## src/rtl/mod_counter_pkg.sv

```systemverilog
// Shared constants and helpers for the mod_counter family.
package mod_counter_pkg;

  localparam int unsigned MODE_WRAP = 0;
  localparam int unsigned MODE_SAT  = 1;

  // Ceiling log2; returns 0 for n <= 1.
  function automatic int unsigned clog2(input longint unsigned n);
    int unsigned     r;
    longint unsigned v;
    r = 0;
    v = 64'd1;
    while (v < n) begin
      v = v << 1;
      r = r + 1;
    end
    return r;
  endfunction

endpackage

```

## src/rtl/mod_counter_prescale.sv

```systemverilog
// Enable prescaler: emits tick on every PRESCALE-th enabled cycle.
module mod_counter_prescale
  import mod_counter_pkg::*;
#(
  parameter int unsigned PRESCALE = 1
) (
  input  logic clk,
  input  logic reset,
  input  logic enable,
  input  logic restart,
  output logic tick
);

  localparam int unsigned     PW   = (clog2(PRESCALE) < 1) ? 1 : clog2(PRESCALE);
  localparam logic [PW-1:0]   LAST = PW'(PRESCALE - 1);

  logic [PW-1:0] pcnt;

  assign tick = enable && (pcnt == LAST);

  always_ff @(posedge clk) begin
    if (reset || restart) begin
      pcnt <= '0;
    end else if (enable) begin
      pcnt <= tick ? '0 : pcnt + PW'(1);
    end
  end

endmodule

```

## src/rtl/mod_counter.sv

```systemverilog
// Parametrised up/down modulo counter with prescaler, load/clear,
// terminal-count pulse and sticky overflow.
module mod_counter
  import mod_counter_pkg::*;
#(
  parameter int unsigned     WIDTH    = 4,
  parameter longint unsigned MODULUS  = 64'd1 << WIDTH,
  parameter int unsigned     SATURATE = MODE_WRAP,
  parameter int unsigned     PRESCALE = 1
) (
  input  logic             clk,
  input  logic             reset,
  input  logic             enable,
  input  logic             up_dn,
  input  logic             clear,
  input  logic             load,
  input  logic [WIDTH-1:0] load_val,
  input  logic             ovf_clr,
  output logic [WIDTH-1:0] count,
  output logic             tc,
  output logic             overflow
);

  if (WIDTH < 1 || WIDTH > 32) begin : g_bad_width
    $fatal(1, "mod_counter: WIDTH must be 1..32");
  end
  if (MODULUS < 2 || MODULUS > (64'd1 << WIDTH)) begin : g_bad_modulus
    $fatal(1, "mod_counter: MODULUS must be 2..2**WIDTH");
  end
  if (PRESCALE < 1 || PRESCALE > 65536) begin : g_bad_prescale
    $fatal(1, "mod_counter: PRESCALE must be 1..65536");
  end
  if (SATURATE != MODE_WRAP && SATURATE != MODE_SAT) begin : g_bad_mode
    $fatal(1, "mod_counter: SATURATE must be 0 or 1");
  end

  localparam logic [WIDTH:0] MAXV = (WIDTH+1)'(MODULUS - 64'd1);

  logic             tick;
  logic             restart;
  logic             step;
  logic             boundary;
  logic [WIDTH:0]   cur;
  logic [WIDTH-1:0] nxt;
  logic [WIDTH-1:0] ld_clamped;

  assign restart    = clear | load;
  assign step       = tick & ~restart;
  assign cur        = {1'b0, count};
  assign ld_clamped = ({1'b0, load_val} > MAXV) ? WIDTH'(MAXV) : load_val;

  mod_counter_prescale #(
    .PRESCALE (PRESCALE)
  ) u_prescale (
    .clk     (clk),
    .reset   (reset),
    .enable  (enable),
    .restart (restart),
    .tick    (tick)
  );

  always_comb begin
    boundary = 1'b0;
    nxt      = count;
    if (up_dn) begin
      if (cur == MAXV) begin
        boundary = 1'b1;
        nxt      = (SATURATE == MODE_SAT) ? WIDTH'(MAXV) : '0;
      end else begin
        nxt = WIDTH'(cur + (WIDTH+1)'(1));
      end
    end else begin
      if (cur == '0) begin
        boundary = 1'b1;
        nxt      = (SATURATE == MODE_SAT) ? '0 : WIDTH'(MAXV);
      end else begin
        nxt = WIDTH'(cur - (WIDTH+1)'(1));
      end
    end
  end

  always_ff @(posedge clk) begin
    if (reset) begin
      count <= '0;
    end else if (clear) begin
      count <= '0;
    end else if (load) begin
      count <= ld_clamped;
    end else if (step) begin
      count <= nxt;
    end
  end

  always_ff @(posedge clk) begin
    if (reset) begin
      tc <= 1'b0;
    end else begin
      tc <= step & boundary;
    end
  end

  // A boundary on the same edge as ovf_clr keeps the flag set.
  always_ff @(posedge clk) begin
    if (reset) begin
      overflow <= 1'b0;
    end else if (step && boundary) begin
      overflow <= 1'b1;
    end else if (ovf_clr) begin
      overflow <= 1'b0;
    end
  end

endmodule

```

## config.mk

```make
export PLATFORM = sky130hd
export DESIGN_NAME = mod_counter
export DESIGN_NICKNAME = d
export VERILOG_FILES = /design/src/rtl/mod_counter_pkg.sv /design/src/rtl/mod_counter_prescale.sv /design/src/rtl/mod_counter.sv
export SDC_FILE = /design/constraint.sdc
export NUM_CORES = 1
export LEC_CHECK = 0
export CAP_MARGIN = 20
export CORE_AREA = 2 2 39 41
export CTS_BUF_LIST = sky130_fd_sc_hd__clkbuf_4
export CTS_CLUSTER_SIZE = 14
export DETAILED_ROUTE_END_ITERATION = 16
export DIE_AREA = 0 0 41 43
export PLACE_DENSITY = 0.68
export SYNTH_ARGS = -nofsm -noshare
export SYNTH_HDL_FRONTEND = slang
export SYNTH_SLANG_ARGS = --single-unit
```

## constraint.sdc

```tcl
create_clock -name clk -period 1.6 [get_ports clk]
set_input_delay 0.32 -clock clk [delete_from_list [all_inputs] [get_ports clk]]
set_output_delay 0.32 -clock clk [all_outputs]
set_load 0.1 [all_outputs]
```

==> results.md, run 1 <==
- Status: finished, final reports clean
- # clock sinks: 7
- GPL Wtd Cong: 0.7503
- Layout cells sized above 1: 0.3375
- Met2 wire len: 524 µm
- Worst rel slew slack: 0.8002
- Antenna diode count: 0
- Final worst slack: 0.08783 ns
- Hold slack: 0.4940 ns
- Synth area leader: dfxtp_1
- Router iterations before antenna repair: 3
- WP buf/inv: 2
- Min-Delay Path Class: reg2reg
- Die footprint: 0.001763 mm²
- Sequential fraction of the synthesis area: 0.3120
- Die width: 41 µm
- Drt drc: 0
- Slowest cell on crit path: clkdlybuf4s50_1
- Setup violations, final: 0
- Initial Utilization: 0.3246
- Highest metal used: met4
- Post-synthesis cell count: 57
- DP HPWL: 849.2 µm
- Routed Wire Length: 1079 µm
- Wl on met1: 504 µm
- Total CTS buffers: 3
- Worst Path Required: 1.74 ns
- Final net count: 94
- P&R area growth vs syn: 73.82%
- Fin crit period: 1.512 ns
- Via-to-Cell Ratio: 5.146
- CP endpoint kind: flop
- Top Ports: 17
- Synth Area per Inst: 7.880 µm²
- Synth top area cells: dfxtp_1, nor2_1, ha_1
- Congestion Overflow GR: 0
- P_leak: 0.3120 nW
- Max incr delay on CP: 0.48 ns
- Slew @ Worst Pin: 0.2959 ns
- Syn. warnings: 0
- CTS max path bufs: 2
- Worst setup path start: enable
- FMAX: 661.3 MHz
- Row count: 14
- Max-cap violations: 0
- Largest net degree at the start of global routing: 10
- Mapped Area: 449.2 µm²
- CP Launch Type: input port
- Reg-to-Reg Start: count[1]
- First-pass GRT wire length: 1856 µm
- 1st-iter DRT viols: 2
- Post-route ant nets: 0
- Final core utilization: 0.5642
- All-Layer GR Usage: 0.1590
- Vias: 494
- Met3 Routed Length: 33 µm
- Crit-path cells: clkdlybuf4s50_1 > or3b_4 > buf_4 > o31ai_2 > o21ai_1
- Top cell family by delay on the critical path: buffers and inverters
- CTS root buf: clkbuf_4
- Fin crit share: 0.9451
- Unrepaired setup endpoints after global routing: no
- Worst skew pair latency: 0.25 ns
- Final hold vios: 0
- Maximum vdd drop: 0.0004112 V
- Flops & latches, synth: 7
- CTS tree: done
- Syn_nets: 70
- Core area: 0.001384 mm²
- Post-CTS Hold Buffers: 0
- Vias in the first global route: 441
- Drt wl/cell: 11.24 µm
- IO Port Bufs: 16
- Die height: 43 µm
- HP Start: u_prescale.pcnt
- Worst-path clk slew: 0.05 ns
- Crit path kind: in2reg
- H-Tree Level Count: 1
- Power per Cell Area: 687.7 mW/mm²
- Skew final: 0.001337 ns
- Slew Limit Fails: 0
- WP data arrival: 1.65 ns
- Netlist cell types: 29
- Pre-CTS setup slack: -0.1908 ns
- Crit path max fanout: 5
- Top-area cell type share of the netlist area: 0.3120
- Initial antenna violation count: 0
[metrics by stage]
stage / instances / TNS [ns] / total power [W] / cell area, µm²
after floorplan: 57 / 0 / 0.0002808 / 461.7
after global placement: 92 / -0.6133 / 0.0003523 / 734.5
after detailed placement: 92 / -0.6832 / 0.0003532 / 734.5
after CTS: 96 / 0 / 0.0005375 / 764.5
after global routing: 96 / 0 / 0.0005732 / 780.7
final: 96 / 0 / 0.0005369 / 780.7
[sequential cells by signal, indices dropped and copies added, names as in the netlist]
signal	flops
overflow	1
u_prescale.pcnt	1
count	4
tc	1
[placed cells by master, fill, tap and decap left out, types with 3 or more instances in the layout]
cell | Yosys | routed
clkdlybuf4s50_1 | 0 | 10
nor2_1 | 8 | 8
buf_12 | 0 | 6
buf_4 | 0 | 6
clkbuf_4 | 0 | 4
a21oi_1 | 4 | 3
nand2b_1 | 3 | 3
dfxtp_4 | 0 | 3
dfxtp_1 | 7 | 3
[kinds of logic after synthesis]
kind of cell,Yosys count,synth area share
compound gates,16,0.2479
xor+xnor,1,0.01950
fa+ha+maj,2,0.05570
buf+inv,6,0.05292
flops,7,0.3120
mux,1,0.02229
simple gates,24,0.2897
[final timing paths]
path                            slack (ns)  cells after the start              end
worst min-delay path                  0.49                      1  u_prescale.pcnt
worst max register to register        0.10                      6               tc
worst max-delay path                  0.09                      5         count[0]
worst min register to register        0.49                      1  u_prescale.pcnt
[per-layer routing]
metal | GRT usage | vias up
met5 | 0 | -
li1 | - | 257
met1 | 0.2104 | 225
met3 | 0.01571 | 2
met4 | 0.1200 | 0
met2 | 0.2250 | 10
[timing repair]
| action | in CTS | in global routing |
|---|---|---|
| endpoints found under the setup margin | 0 | 2 |
| setup buffers | 0 | 0 |
| resized for setup | 0 | 5 |
[cells in the mapped netlist]
cell / instances
inv_1: 1
nand3_1: 1
or3_1: 1
o311a_1: 2
o21bai_1: 1
o311ai_0: 1
nand2_1: 2
a21bo_1: 1
buf_2: 1
nor2_1: 8
nand2b_1: 3
nor3_1: 2
or3b_1: 2
nor3b_1: 2
o21ai_0: 1
o31ai_1: 1
xor2_1: 1
clkbuf_1: 2
nand4_1: 1
a311o_1: 1
dfxtp_1: 7
or4_1: 1
ha_1: 2
a31oi_1: 2
nor2b_1: 1
inv_2: 2
mux2i_1: 1
a21oi_1: 4
o21ai_1: 2
[power breakdown]
group | switching, W | internal (W) | total [W]
combinational | 0.0000847 | 0.0000810 | 0.000166
sequential | 0.0000131 | 0.000178 | 0.000192
clock | 0.0000675 | 0.000112 | 0.000180
[worst register-to-register path: stages (launching register included)]
cell,delay [ns]
dfxtp_4,0.37
inv_1,0.10
ha_2,0.20
or3b_4,0.39
o21ai_1,0.17
nand2_1,0.08
nor3_1,0.13
[final cells by class]
cell class,count,area [µm²]
multi-input combinational,44,301.5
fill,133,603.1
clock buffer,4,30.03
sequential,7,152.6
timing repair buffer,22,265.3
tap,16,20.02
inverter,3,11.26
No activity file was read; power rests on OpenSTA's default activity.
==> run 2, diff against run 1 <==
--- a/config.mk
+++ b/config.mk
@@ -8,6 +8,7 @@
 export CAP_MARGIN = 20
 export CORE_AREA = 2 2 39 41
 export CTS_BUF_LIST = sky130_fd_sc_hd__clkbuf_4
+export CTS_CLUSTER_DIAMETER = 80
 export CTS_CLUSTER_SIZE = 14
 export DETAILED_ROUTE_END_ITERATION = 16
 export DIE_AREA = 0 0 41 43
==> constraint.sdc (replaced) <==
create_clock -name clk -period 1.6 [get_ports clk]
set_input_delay 0.24 -clock clk [delete_from_list [all_inputs] [get_ports clk]]
set_output_delay 0.24 -clock clk [all_outputs]
set_load 0.1 [all_outputs]
==> results.md, run 2 (same netlist as run 1, synthesis figures left out) <==
- P_leak: 0.3088 nW (-1.0%)
- IO Port Bufs: 16 (unchanged)
- 1st-iter DRT viols: 6 (+4)
- RR Endpoint: tc
- H-Tree Level Count: 1 (unchanged)
- Status: finished, final reports clean
- Hold Path Sink: u_prescale.pcnt
- Vias in the first global route: 427 (-3.2%)
- P&R area growth vs syn: 70.19%
- Initial Utilization: 0.3246 (unchanged)
- Slew @ Worst Pin: 0.3128 ns (+0.01682 ns)
- # clock sinks: 7 (unchanged)
- CTS max path bufs: 2 (unchanged)
- Maximum vdd drop: 0.0004092 V (-0.48%)
- Max reg flops: 4 (unchanged)
- Crit-path cells: inv_1 > ha_1 > or3b_1 > o21ai_2 > nand2_1 > nor3_1
- Core area: 0.001384 mm² (unchanged)
- Slew Limit Fails: 0 (unchanged)
- Router iterations before antenna repair: 4 (+1)
- Total CTS buffers: 3 (unchanged)
- Via-to-Cell Ratio: 5.147 (about the same)
- Fin crit period: 1.478 ns (-0.03420 ns)
- Post-CTS Hold Buffers: 0 (unchanged)
- Most common cell after layout, fill and taps aside: clkdlybuf4s50_1
- Hold slack: 0.4865 ns (-0.007520 ns)
- Die width: 41 µm (unchanged)
- Row count: 14 (unchanged)
- CTS tree: done
- Skew final: 0.008773 ns (+0.007436 ns)
- Power per Cell Area: 695.0 mW/mm² (+1.1%)
- Most frequent cells in the layout: clkdlybuf4s50_1, nor2_1, buf_12
- Final worst slack: 0.1220 ns (+0.03420 ns)
- Post-route ant nets: 0 (unchanged)
- Congestion Overflow GR: 0 (unchanged)
- WHS Path Cells: 1 (unchanged)
- Worst reg2reg path depth: 6 (unchanged)
- Pre-CTS setup slack: -0.1249 ns (+0.06600 ns)
- Reg-to-Reg Start: count[1]
- GPL Wtd Cong: 0.7380 (-1.6%)
- Fin crit share: 0.9237 (-0.02137)
- Crit path max fanout: 6 (+1)
- Antenna diode count: 0 (unchanged)
- Final net count: 93 (-1.1%)
- Crit path kind: reg2reg
- Worst skew pair latency: 0.26 ns (about the same)
- Largest net degree at the start of global routing: 10 (unchanged)
- CP Launch Type: flop
- Slowest cell on crit path: or3b_1
- CTS root buf: clkbuf_4
- # Post-CTS Setup Buffers: 0 (unchanged)
- Final hold vios: 0 (unchanged)
- Initial antenna violation count: 0 (unchanged)
- Top Ports: 17 (unchanged)
- DP HPWL: 842.8 µm (-0.75%)
- R2R setup slack: 0.12 ns (+0.02 ns)
- Post-route cell area: 764.5 µm² (-2.1%)
- Worst-path clk slew: 0.06 ns (about the same)
- Max incr delay on CP: 0.41 ns (-0.07 ns)
- Max-cap violations: 0 (unchanged)
- HP Start: u_prescale.pcnt
- Setup violations, final: 0 (unchanged)
- Fillcell total: 130 (-2.3%)
- Biggest register: count
- Drt drc: 0 (unchanged)
- First-pass GRT wire length: 1766 µm (-4.8%)
- Min-Delay Path Class: reg2reg
- Die height: 43 µm (unchanged)
- Worst Path Required: 1.78 ns (+0.04 ns)
- Post-CTS sizing: 0 (unchanged)
- Die footprint: 0.001763 mm² (unchanged)
- FMAX: 676.6 MHz (+2.3%)
- Vias: 489 (-1.0%)
- DP Area: 726.9 µm² (-1.0%)
- Drt wl/cell: 10.82 µm (-3.7%)
- Routed Wire Length: 1028 µm (-4.7%)
- All-Layer GR Usage: 0.1526 (-0.006343)
- Layout cells sized above 1: 0.2911 (-0.04636)
- WP data arrival: 1.66 ns (about the same)
- Worst rel slew slack: 0.7907 (-0.009483)
- Final core utilization: 0.5524 (-0.01175)
- CP endpoint kind: flop
==> run 2: worst max-delay path by stage <==
stage	to	from	cells past startpoint
floorplan	count[3]	count[1]	4
global placement	count[0]	enable	5
detailed placement	count[0]	enable	5
CTS	tc	count[1]	6
global route	count[0]	count[1]	6
finish	tc	count[1]	6
==> run 2: report_power, final <==
part | internal, W | switching [W]
logic | 0.0000758 | 0.0000828
registers | 0.000179 | 0.0000134
clock network | 0.000112 | 0.0000684
total | 0.000367 | 0.000165
==> run 2: layout make-up <==
type                    instances  area (µm²)  area share
multi-input cells              44       292.8      0.3830
repair buffers                 21       257.7      0.3372
flip-flops and latches          7       152.6      0.1997
clock buffers                   4       30.03     0.03928
well taps                      16       20.02     0.02619
inverters                       3       11.26     0.01473
==> run 2: worst max-delay path, delay by kind of cell, from the launching register on <==
kind | cells | cell delay [ns]
AO/OA/AOI/OAI | 1 | 0.16
adder cells (fa/ha/maj) | 1 | 0.18
flip-flops | 1 | 0.36
AND/OR/NAND/NOR | 3 | 0.61
buffers and inverters | 1 | 0.09
==> run 2: per-layer routing <==
metal / wire (µm) / global-route usage
met5: 0 / 0
met4: 30 / 0.1400
met3: 41 / 0.01571
met2: 480 / 0.2031
met1: 475 / 0.2026
==> run 2: stage by stage <==
| stage | TNS [ns] | cells | power, W |
|---|---|---|---|
| floorplan | 0 | 57 | 0.0002808 |
| global placement | -0.1782 | 91 | 0.0003506 |
| detailed placement | -0.2470 | 91 | 0.0003517 |
| CTS | 0 | 95 | 0.0005360 |
| global route | -0.003697 | 95 | 0.0005633 |
| finish | 0 | 95 | 0.0005313 |
